<file path="src/rtl/jkc_pkg.sv">
// ---------------------------------------------------------------------------
// jkc_pkg
// Shared definitions for the JK-cell based up/down counter.
//   - DIR_UP / DIR_DN : direction encodings for the 'up' input
//   - jk_cmd_t        : 2-bit JK command {J,K} driven into each jk_cell
//   - params_ok()     : legality check for the WIDTH/MODULUS combination
//   - force_cmd()     : JK command that forces a cell to a given bit value
// No ports (package).
// ---------------------------------------------------------------------------
package jkc_pkg;

  localparam logic DIR_UP = 1'b1;
  localparam logic DIR_DN = 1'b0;

  localparam int WIDTH_MIN = 32'sd2;
  localparam int WIDTH_MAX = 32'sd16;

  // Encoding is {J,K}: 01 resets the cell, 10 sets it, 11 toggles it.
  typedef enum logic [1:0] {
    JK_HOLD = 2'b00,
    JK_RST  = 2'b01,
    JK_SET  = 2'b10,
    JK_TGL  = 2'b11
  } jk_cmd_t;

  // Width must lie in 2..16 and the modulus must fit in the count range.
  function automatic bit params_ok(input int width, input int modulus);
    bit ok;
    ok = (width >= WIDTH_MIN) && (width <= WIDTH_MAX) &&
         (modulus >= 32'sd2) && (modulus <= (32'sd1 << width));
    return ok;
  endfunction

  // Direct set/reset command that drives a cell to the requested value.
  function automatic jk_cmd_t force_cmd(input logic bit_val);
    jk_cmd_t cmd;
    if (bit_val) begin
      cmd = JK_SET;
    end else begin
      cmd = JK_RST;
    end
    return cmd;
  endfunction

endpackage

</file>
<file path="src/rtl/jk_cell.sv">
// ---------------------------------------------------------------------------
// jk_cell
// One state bit of the counter, implemented as a JK flip-flop.
// Ports:
//   clk  : rising-edge clock
//   rst  : asynchronous active-high clear
//   cmd  : JK command {J,K} (hold / reset / set / toggle)
//   q    : registered cell output
// ---------------------------------------------------------------------------
module jk_cell
  import jkc_pkg::*;
(
  input  logic    clk,
  input  logic    rst,
  input  jk_cmd_t cmd,
  output logic    q
);

  // JK flip-flop state update with asynchronous clear.
  always_ff @(posedge clk or posedge rst) begin
    if (rst) begin
      q <= 1'b0;
    end else begin
      case (cmd)
        JK_HOLD: q <= q;
        JK_RST:  q <= 1'b0;
        JK_SET:  q <= 1'b1;
        JK_TGL:  q <= ~q;
        default: q <= q;
      endcase
    end
  end

endmodule

</file>
<file path="src/rtl/jk_updown_counter.sv">
// ---------------------------------------------------------------------------
// jk_updown_counter
// Synchronous up/down modulo-MODULUS counter built from WIDTH JK cells.
// Normal counting drives every cell in toggle mode with a ripple-style
// toggle enable; wraps on a non-full modulus and parallel loads drive the
// cells with direct set/reset commands instead.
//
// Parameters:
//   WIDTH   : counter width, 2..16
//   MODULUS : count modulus, 2..2**WIDTH (count range 0..MODULUS-1)
// Ports:
//   clk      : rising-edge clock
//   rst      : asynchronous active-high reset (clears q, wrap, ovf)
//   en       : count enable
//   up       : direction, 1 = increment, 0 = decrement
//   load     : synchronous parallel load, priority over en
//   load_val : value to load (clamped to MODULUS-1)
//   q        : registered count
//   tc       : terminal count, combinational from q and up
//   wrap     : registered one-cycle pulse after each modulus wrap
//   ovf      : sticky wrap flag
// Build option:
//   JKC_OVF_STICKY_EN : when defined, ovf sets on each wrap and clears on
//                       load or rst; when undefined, ovf is tied to 0.
// ---------------------------------------------------------------------------
module jk_updown_counter
  import jkc_pkg::*;
#(
  parameter int WIDTH   = 4,
  parameter int MODULUS = 16
) (
  input  logic             clk,
  input  logic             rst,
  input  logic             en,
  input  logic             up,
  input  logic             load,
  input  logic [WIDTH-1:0] load_val,
  output logic [WIDTH-1:0] q,
  output logic             tc,
  output logic             wrap,
  output logic             ovf
);

  // Highest count value, truncated to the counter width.
  localparam logic [WIDTH-1:0] MAX = WIDTH'(MODULUS - 1);
  // A full-range modulus wraps naturally through the toggle chain.
  localparam bit FULL = (MODULUS == (32'sd1 << WIDTH));

  generate
    if (!params_ok(WIDTH, MODULUS)) begin : g_bad_params
      $error("jk_updown_counter: illegal WIDTH=%0d / MODULUS=%0d (need 2<=WIDTH<=16, 2<=MODULUS<=2**WIDTH)",
             WIDTH, MODULUS);
    end
  endgenerate

  logic             at_end;
  logic             wrap_next;
  logic [WIDTH-1:0] tgl;
  logic [WIDTH-1:0] ld_target;
  logic [WIDTH-1:0] wrap_target;
  jk_cmd_t          cmd [WIDTH];

  // Terminal count depends on direction only, never on en.
  assign at_end      = (up == DIR_UP) ? (q == MAX) : (q == {WIDTH{1'b0}});
  assign tc          = at_end;
  assign wrap_next   = en & ~load & at_end;
  assign ld_target   = (load_val > MAX) ? MAX : load_val;
  assign wrap_target = (up == DIR_UP) ? {WIDTH{1'b0}} : MAX;

  // Toggle enables: bit i toggles when all lower bits are 1 (up) or 0 (down).
  always_comb begin : p_toggle
    logic all_ones;
    logic all_zeros;
    all_ones  = 1'b1;
    all_zeros = 1'b1;
    tgl       = {WIDTH{1'b0}};
    for (int i = 0; i < WIDTH; i++) begin
      if (up == DIR_UP) begin
        tgl[i] = all_ones;
      end else begin
        tgl[i] = all_zeros;
      end
      all_ones  = all_ones & q[i];
      all_zeros = all_zeros & ~q[i];
    end
  end

  // Per-cell JK command: load > count (wrap override or toggle) > hold.
  always_comb begin
    for (int i = 0; i < WIDTH; i++) begin
      cmd[i] = JK_HOLD;
    end
    if (load) begin
      for (int i = 0; i < WIDTH; i++) begin
        cmd[i] = force_cmd(ld_target[i]);
      end
    end else if (en) begin
      if (at_end && !FULL) begin
        for (int i = 0; i < WIDTH; i++) begin
          cmd[i] = force_cmd(wrap_target[i]);
        end
      end else begin
        for (int i = 0; i < WIDTH; i++) begin
          cmd[i] = tgl[i] ? JK_TGL : JK_HOLD;
        end
      end
    end else begin
      for (int i = 0; i < WIDTH; i++) begin
        cmd[i] = JK_HOLD;
      end
    end
  end

  generate
    for (genvar i = 0; i < WIDTH; i++) begin : g_cell
      jk_cell u_cell (
        .clk (clk),
        .rst (rst),
        .cmd (cmd[i]),
        .q   (q[i])
      );
    end
  endgenerate

  // Wrap pulse register: high for the single cycle after a wrapping edge.
  always_ff @(posedge clk or posedge rst) begin
    if (rst) begin
      wrap <= 1'b0;
    end else begin
      wrap <= wrap_next;
    end
  end

`ifdef JKC_OVF_STICKY_EN
  // Sticky overflow: load takes priority over a coincident wrap.
  always_ff @(posedge clk or posedge rst) begin
    if (rst) begin
      ovf <= 1'b0;
    end else if (load) begin
      ovf <= 1'b0;
    end else if (wrap_next) begin
      ovf <= 1'b1;
    end else begin
      ovf <= ovf;
    end
  end
`else
  assign ovf = 1'b0;
`endif

endmodule

</file>
<file path="config.mk">
export PLATFORM = sky130hd
export DESIGN_NAME = jk_updown_counter
export DESIGN_NICKNAME = d
export VERILOG_FILES = /design/src/rtl/jkc_pkg.sv /design/src/rtl/jk_cell.sv /design/src/rtl/jk_updown_counter.sv
export SDC_FILE = /design/constraint.sdc
export NUM_CORES = 1
export LEC_CHECK = 0
export BUFFER_PORTS_ARGS = -buffer_cell sky130_fd_sc_hd__buf_4
export CAP_MARGIN = 0
export CORE_AREA = 10 10 47 49
export DETAILED_ROUTE_END_ITERATION = 6
export DIE_AREA = 0 0 57 59
export MAX_ROUTING_LAYER = met4
export PLACE_DENSITY = 0.62
export REMOVE_ABC_BUFFERS = 1
export SYNTH_ARGS = -nofsm -noshare
export SYNTH_HDL_FRONTEND = slang
export SYNTH_HIERARCHICAL = 1
export SYNTH_SLANG_ARGS = --single-unit
</file>
<file path="constraint.sdc">
create_clock -name clk -period 1 [get_ports clk]
set_input_delay 0.05 -clock clk [delete_from_list [all_inputs] [get_ports clk]]
set_output_delay 0.05 -clock clk [all_outputs]
set_load 0.1 [all_outputs]
</file>
Word-level counts from Yosys, hierarchy flattened. Index checks and enable logic that the tools add are counted.

Input bits: 9. Output and inout bits: 7. Flip-flop bits (word level): 5.

Bitwise gates (word level): 11. $lt $le $gt $ge: 1. Muxes and demuxes: 18. Eq/ne operators: 13. Reductions and logical operators: 5.

Operator list (number): $eq 2x2->1 const B (8); $mux 8 (2); $mux 2 (7); $pmux 1 s3 (4); $eq 2x1->1 const B (4); $logic_not 2->1 (4); $and 1x1->1 (6); $not 1->1 (5); $eq 4x4->1 const B (1); $gt 4x4->1 const B (1); $logic_not 4->1 (1); $mux 1 (4); $mux 4 (1).

Logic depth before layout (Yosys ltp).
Word-level depth: 9. Mapped depth: 6.

Modules after synthesis. Netlist, hierarchy kept.

Modules (own cells, without submodules): jk_updown_counter (times used 1, cells each 29, seq. area each 25.0 µm², area an instance 181.4 µm²); jk_cell (times used 4, cells each 4, seq. area each 25.0 µm², area an instance 37.5 µm²).

Worst setup path after synthesis. Ideal clock, no wire load.

Path type: reg2reg. Start: register g_cell[0].u_cell.q. End: register wrap. Clock period less this slack: 1.924 ns. Stages on the path, launching flop included: 4. Arrival time: 1.858 ns. Path buffers: 0. Setup time: 0.066 ns. Slack: -0.924 ns. Cells stage by stage: dfrtp_1 > and4_4 > mux2_4 > and2_1.

Longest elaborated chain between the ends: 3. Elaborated cells on any way between the ends: 4.

RTL lines: from (decl) (line jk_cell.sv:16) `output logic q`; from (signal assigned) (line jk_cell.sv:25) `JK_HOLD: q <= q;`; from (signal assigned) (line jk_cell.sv:28) `JK_TGL: q <= ~q;`; from (signal assigned) (line jk_cell.sv:29) `default: q <= q;`; $eq 4x4->1 / $logic_not 4->1 (equally long branches) (line jk_updown_counter.sv:64) `assign at_end = (up == DIR_UP) ? (q == MAX) : (q == {WIDTH{1'b0}});`; $mux 1 * (line jk_updown_counter.sv:64); net tc (line jk_updown_counter.sv:39) `output logic tc,`; $and 1x1->1 * (line jk_updown_counter.sv:66) `assign wrap_next = en & ~load & at_end;`; net wrap_next (line jk_updown_counter.sv:57) `logic wrap_next;`; to (signal assigned) (line jk_updown_counter.sv:130) `wrap <= wrap_next;`; to (decl) (line jk_updown_counter.sv:40) `output logic wrap,`.

The timed path passes the listed nets; every way through them passes the cells marked *. A chain may end at the register's enable or synchronous reset.

Worst setup path in the final report.
Start: register g_cell[1].u_cell.q. End: output port tc.

Longest elaborated chain between the ends: 2. Elaborated cells on any way between the ends: 3.

RTL lines (line): from (decl) (jk_cell.sv:16); from (signal assigned) (jk_cell.sv:25); from (signal assigned) (jk_cell.sv:28); from (signal assigned) (jk_cell.sv:29); $eq 4x4->1 / $logic_not 4->1 (equally long branches) (jk_updown_counter.sv:64); $mux 1 * (jk_updown_counter.sv:64); to (decl) (jk_updown_counter.sv:39).

Mark *: on every way between the ends. The rest lies on a longest branch, timed or not.

==> impl_summary.log <==
[metrics] vias in the first global route: between 400 and 500
[metrics] total wirelength of the detailed-routed design: approximately 1100 µm
[metrics] number of DRC markers in iteration 0: 2
[metrics] number of enable-type register cells in the synthesized netlist: 0
[metrics] hold_sp: load_val[1]
[metrics] ratio of cells with drive above 1 in the final layout: 0.500
[metrics] initial core utilization: 0.237
[metrics] instance count after placement with tap cells included: 80
[metrics] number of hold-slack violations in the final timing report: 0
[metrics] leakage power: 0.372 nW
[metrics] Warnings, synthesis: 6
[metrics] Pwr per Cell Area: between 2000 and 3000 nW/µm²
[metrics] number of buffers created by CTS: 3
[metrics] start of the worst register-to-register path: g_cell[1].u_cell/q
[metrics] post-layout utilization of the core: 0.514
[metrics] overflow left after global routing: 0
[metrics] GRT Util Overall: 0.0722
[metrics] post-route total power: approximately 2.1 mW
[metrics] class of the most critical hold timing path: input pin to flop
[metrics] internal power contribution: between 1 and 1.5 mW
[metrics] area overhead of the layout relative to synthesis: 117%
[metrics] drt via density: 4.49
[metrics] clock network latency to the later pin of the worst-skew pair: 0.24 ns
[metrics] antenna diode count: 0
[metrics] final critical path time including I/O delays and setup: between 1 and 1.5 ns
[metrics] CTS sink cnt: 5
[metrics] number of levels the H-tree was split into: 1
[metrics] Die Wd: 57 µm
[metrics] net switching share of the total power: 0.475
[metrics] worst-case clock skew: between 0.0015 and 0.002 ns
[metrics] element type at the critical path end: primary output
[metrics] cells after synthesis: 45
[metrics] total of endpoints with negative setup slack in the final report: 9
[metrics] pin count of the biggest net entering global routing: 8
[metrics] Crit path required time: 0.95 ns
[metrics] library cell with the highest instance count after synthesis: sky130_fd_sc_hd__nand2_1
[metrics] Final Net Count: 86
[metrics] Die Footprint: 3360 µm²
[metrics] hold path cells: 3
[metrics] post-route design area: 721 µm²
[metrics] total via count after detailed routing: 413
[metrics] CP Max Fanout: 2
[metrics] setup TNS: -1.97 ns
[metrics] Post-Syn Area: 332 µm²
[metrics] clock tree from TritonCTS: built
[metrics] average instance area after synthesis: 7.37 µm²
[metrics] FILL cells: 139
[metrics] top cells by area in the synthesized netlist: sky130_fd_sc_hd__dfrtp_1 38%, sky130_fd_sc_hd__nand2_1 7.9%, sky130_fd_sc_hd__a21oi_1 7.5%
[metrics] worst-case setup margin in the final layout: -0.435 ns
[metrics] core area: 1400 µm²
[metrics] Worst Hold Endpoint: g_cell[1].u_cell/q
[metrics] worst hold margin: ~0.11 ns
[metrics] Clock Path Buffers: 2
[metrics] max-cap violation count: 0
[metrics] maximum achievable frequency: around 0.70 GHz
[metrics] register share of total power: 0.161
[metrics] antenna violations before repair: 0
[metrics] post-layout instance count excluding filler cells: 92
[metrics] fraction of synthesized cell area taken by the top area cell type: 0.377
[metrics] relative contribution of the clock network to total power: 0.115
[metrics] height of the die: 59 µm
[metrics] critical path arrival: around 1.4 ns
[metrics] Post-DRT Antenna Nets: 0
[metrics] Switching Power: 0.994 mW
[metrics] share of flip-flops with an asynchronous set or reset after synthesis: 1.00
[metrics] setup repair after global routing missed its margin: true
[metrics] total I/O pin count: 16
[metrics] ratio of final minimum period to clock period: 1.44
[metrics] endpoint of the lowest-slack register-to-register path: g_cell[2].u_cell/q
[metrics] highest ir drop seen on vdd: 1.59 mV
[metrics] worst reg2reg setup slack: -0.30 ns
[metrics] result of the run: complete, but fails checks
[metrics] FP Rows: 14
[metrics] number of distinct library cell variants in the gate-level netlist after synthesis: 18
[metrics] Pins Over Slew Limit: 0
[metrics] Avg WL per Cell: 12.4 µm
[metrics] flops & latches, synth: 5
[metrics] most instantiated cells after synthesis: 7 x sky130_fd_sc_hd__nand2_1, 6 x sky130_fd_sc_hd__inv_1
[metrics] placed cell areas: 498 µm²
[metrics] sequential-to-total area share from yosys stat: 0.377
[metrics] drt first pass iters: 4
[metrics] Crit Path Category: flop to primary output
[metrics] Combinational Power Share: 0.724
[metrics] Critical Path Source Type: flop
[metrics] Post-route DRC: 0
[metrics] r2r worst-path depth: 7
[metrics] clock tree root driver cell: sky130_fd_sc_hd__clkbuf_4
[metrics] Final GP Congestion: ~0.8
[metrics] leading area contributor after synthesis: sky130_fd_sc_hd__dfrtp_1
[metrics] Reg clk slew, reported paths: about 0.05 ns
[metrics] first-pass GRT wire length: 1800 µm
[metrics] violated checks: setup timing
[metrics] Final HPWL DP: 762 µm
[metrics] Most used DFF post-synth: sky130_fd_sc_hd__dfrtp_1
[metrics] post-placement setup slack: -0.262 ns
[metrics] number of buffers inserted by port buffering: 14
## sequential cells by signal, indices dropped and copies added (netlist names)
name and cells:
wrap 1, g_cell.u_cell/q 4
## cell families (layout without fill, tap and decap cells)
logic type | Yosys count | count (layout) | share of synthesized area
other | 1 | 1 | 0.0113
buffers and inverters | 8 | 39 | 0.102
xor gates and xnor gates | 1 | 1 | 0.0264
DFF | 5 | 5 | 0.377
muxes | 1 | 1 | 0.0453
AOI/OAI and AO/OA | 11 | 11 | 0.174
and+or+nand+nor | 18 | 18 | 0.264
## power groups by stage
stage	clock [mW]	combinational, mW	sequential (mW)
after floorplan	0	0.212	0.786
after global placement	0	1.01	0.306
after detailed placement	0	1.01	0.311
after CTS	0.252	1.45	0.321
after global routing	0.274	1.58	0.348
final	0.240	1.52	0.338
## placed cells by master, fill, tap and decap left out, drive strengths merged
master       count
buf             28
nand2            7
inv              6
nor2             5
a21oi            5
dfrtp            5
o21ai            5
clkbuf           4
nor4             1
and4             1
nor2b            1
xnor2            1
mux2             1
and3             1
nor3             1
and2             1
a21o             1
conb             1
dlygate4sd3      1
## worst max-delay path: stages, from the launching register on
cell	delay [ns]
sky130_fd_sc_hd__dfrtp_1	0.41
sky130_fd_sc_hd__buf_6	0.13
sky130_fd_sc_hd__and4_4	0.15
sky130_fd_sc_hd__mux2_4	0.27
sky130_fd_sc_hd__buf_12	0.17
## area by class of cell
class                           instances  area (µm²)  share of cell area
Clock buffer                            4        26.3              0.0365
Inverter                                6        22.5              0.0313
Multi-Input combinational cell         32         214               0.297
Sequential cell                         5         125               0.174
Tap cell                               16        20.0              0.0278
Timing Repair Buffer                   29         313               0.434
## layer usage
metal / vias to the layer above / GRT usage / share of wire
li1: 206 / - / -
met5: - / - / 0
met4: 0 / 0.0772 / 0.020
met1: 193 / 0.0707 / 0.42
met3: 2 / 0.0258 / 0.038
met2: 12 / 0.105 / 0.52
## repair_timing
action,in CTS,in global routing
setup buffers,5,3
hold buffers,1,0
gates resized for setup,30,3
setup endpoints to repair,9,9
hold endpoints to repair,5,0
pin swaps,8,6
## how the worst max path moves through the flow
stage,startpoint,end,slack (ns),depth (start not counted)
2_1_floorplan,g_cell[0].u_cell/q,wrap,-0.92,3
4_1_cts,g_cell[2].u_cell/q,tc,-0.41,4
6_report,g_cell[1].u_cell/q,tc,-0.44,4
3_5_place_dp,g_cell[0].u_cell/q,tc,-0.26,3
3_3_place_gp,g_cell[1].u_cell/q,g_cell[2].u_cell/q,-0.25,5
5_1_grt,g_cell[1].u_cell/q,tc,-0.48,4
Note: power is estimated with default switching activity, not from simulation.
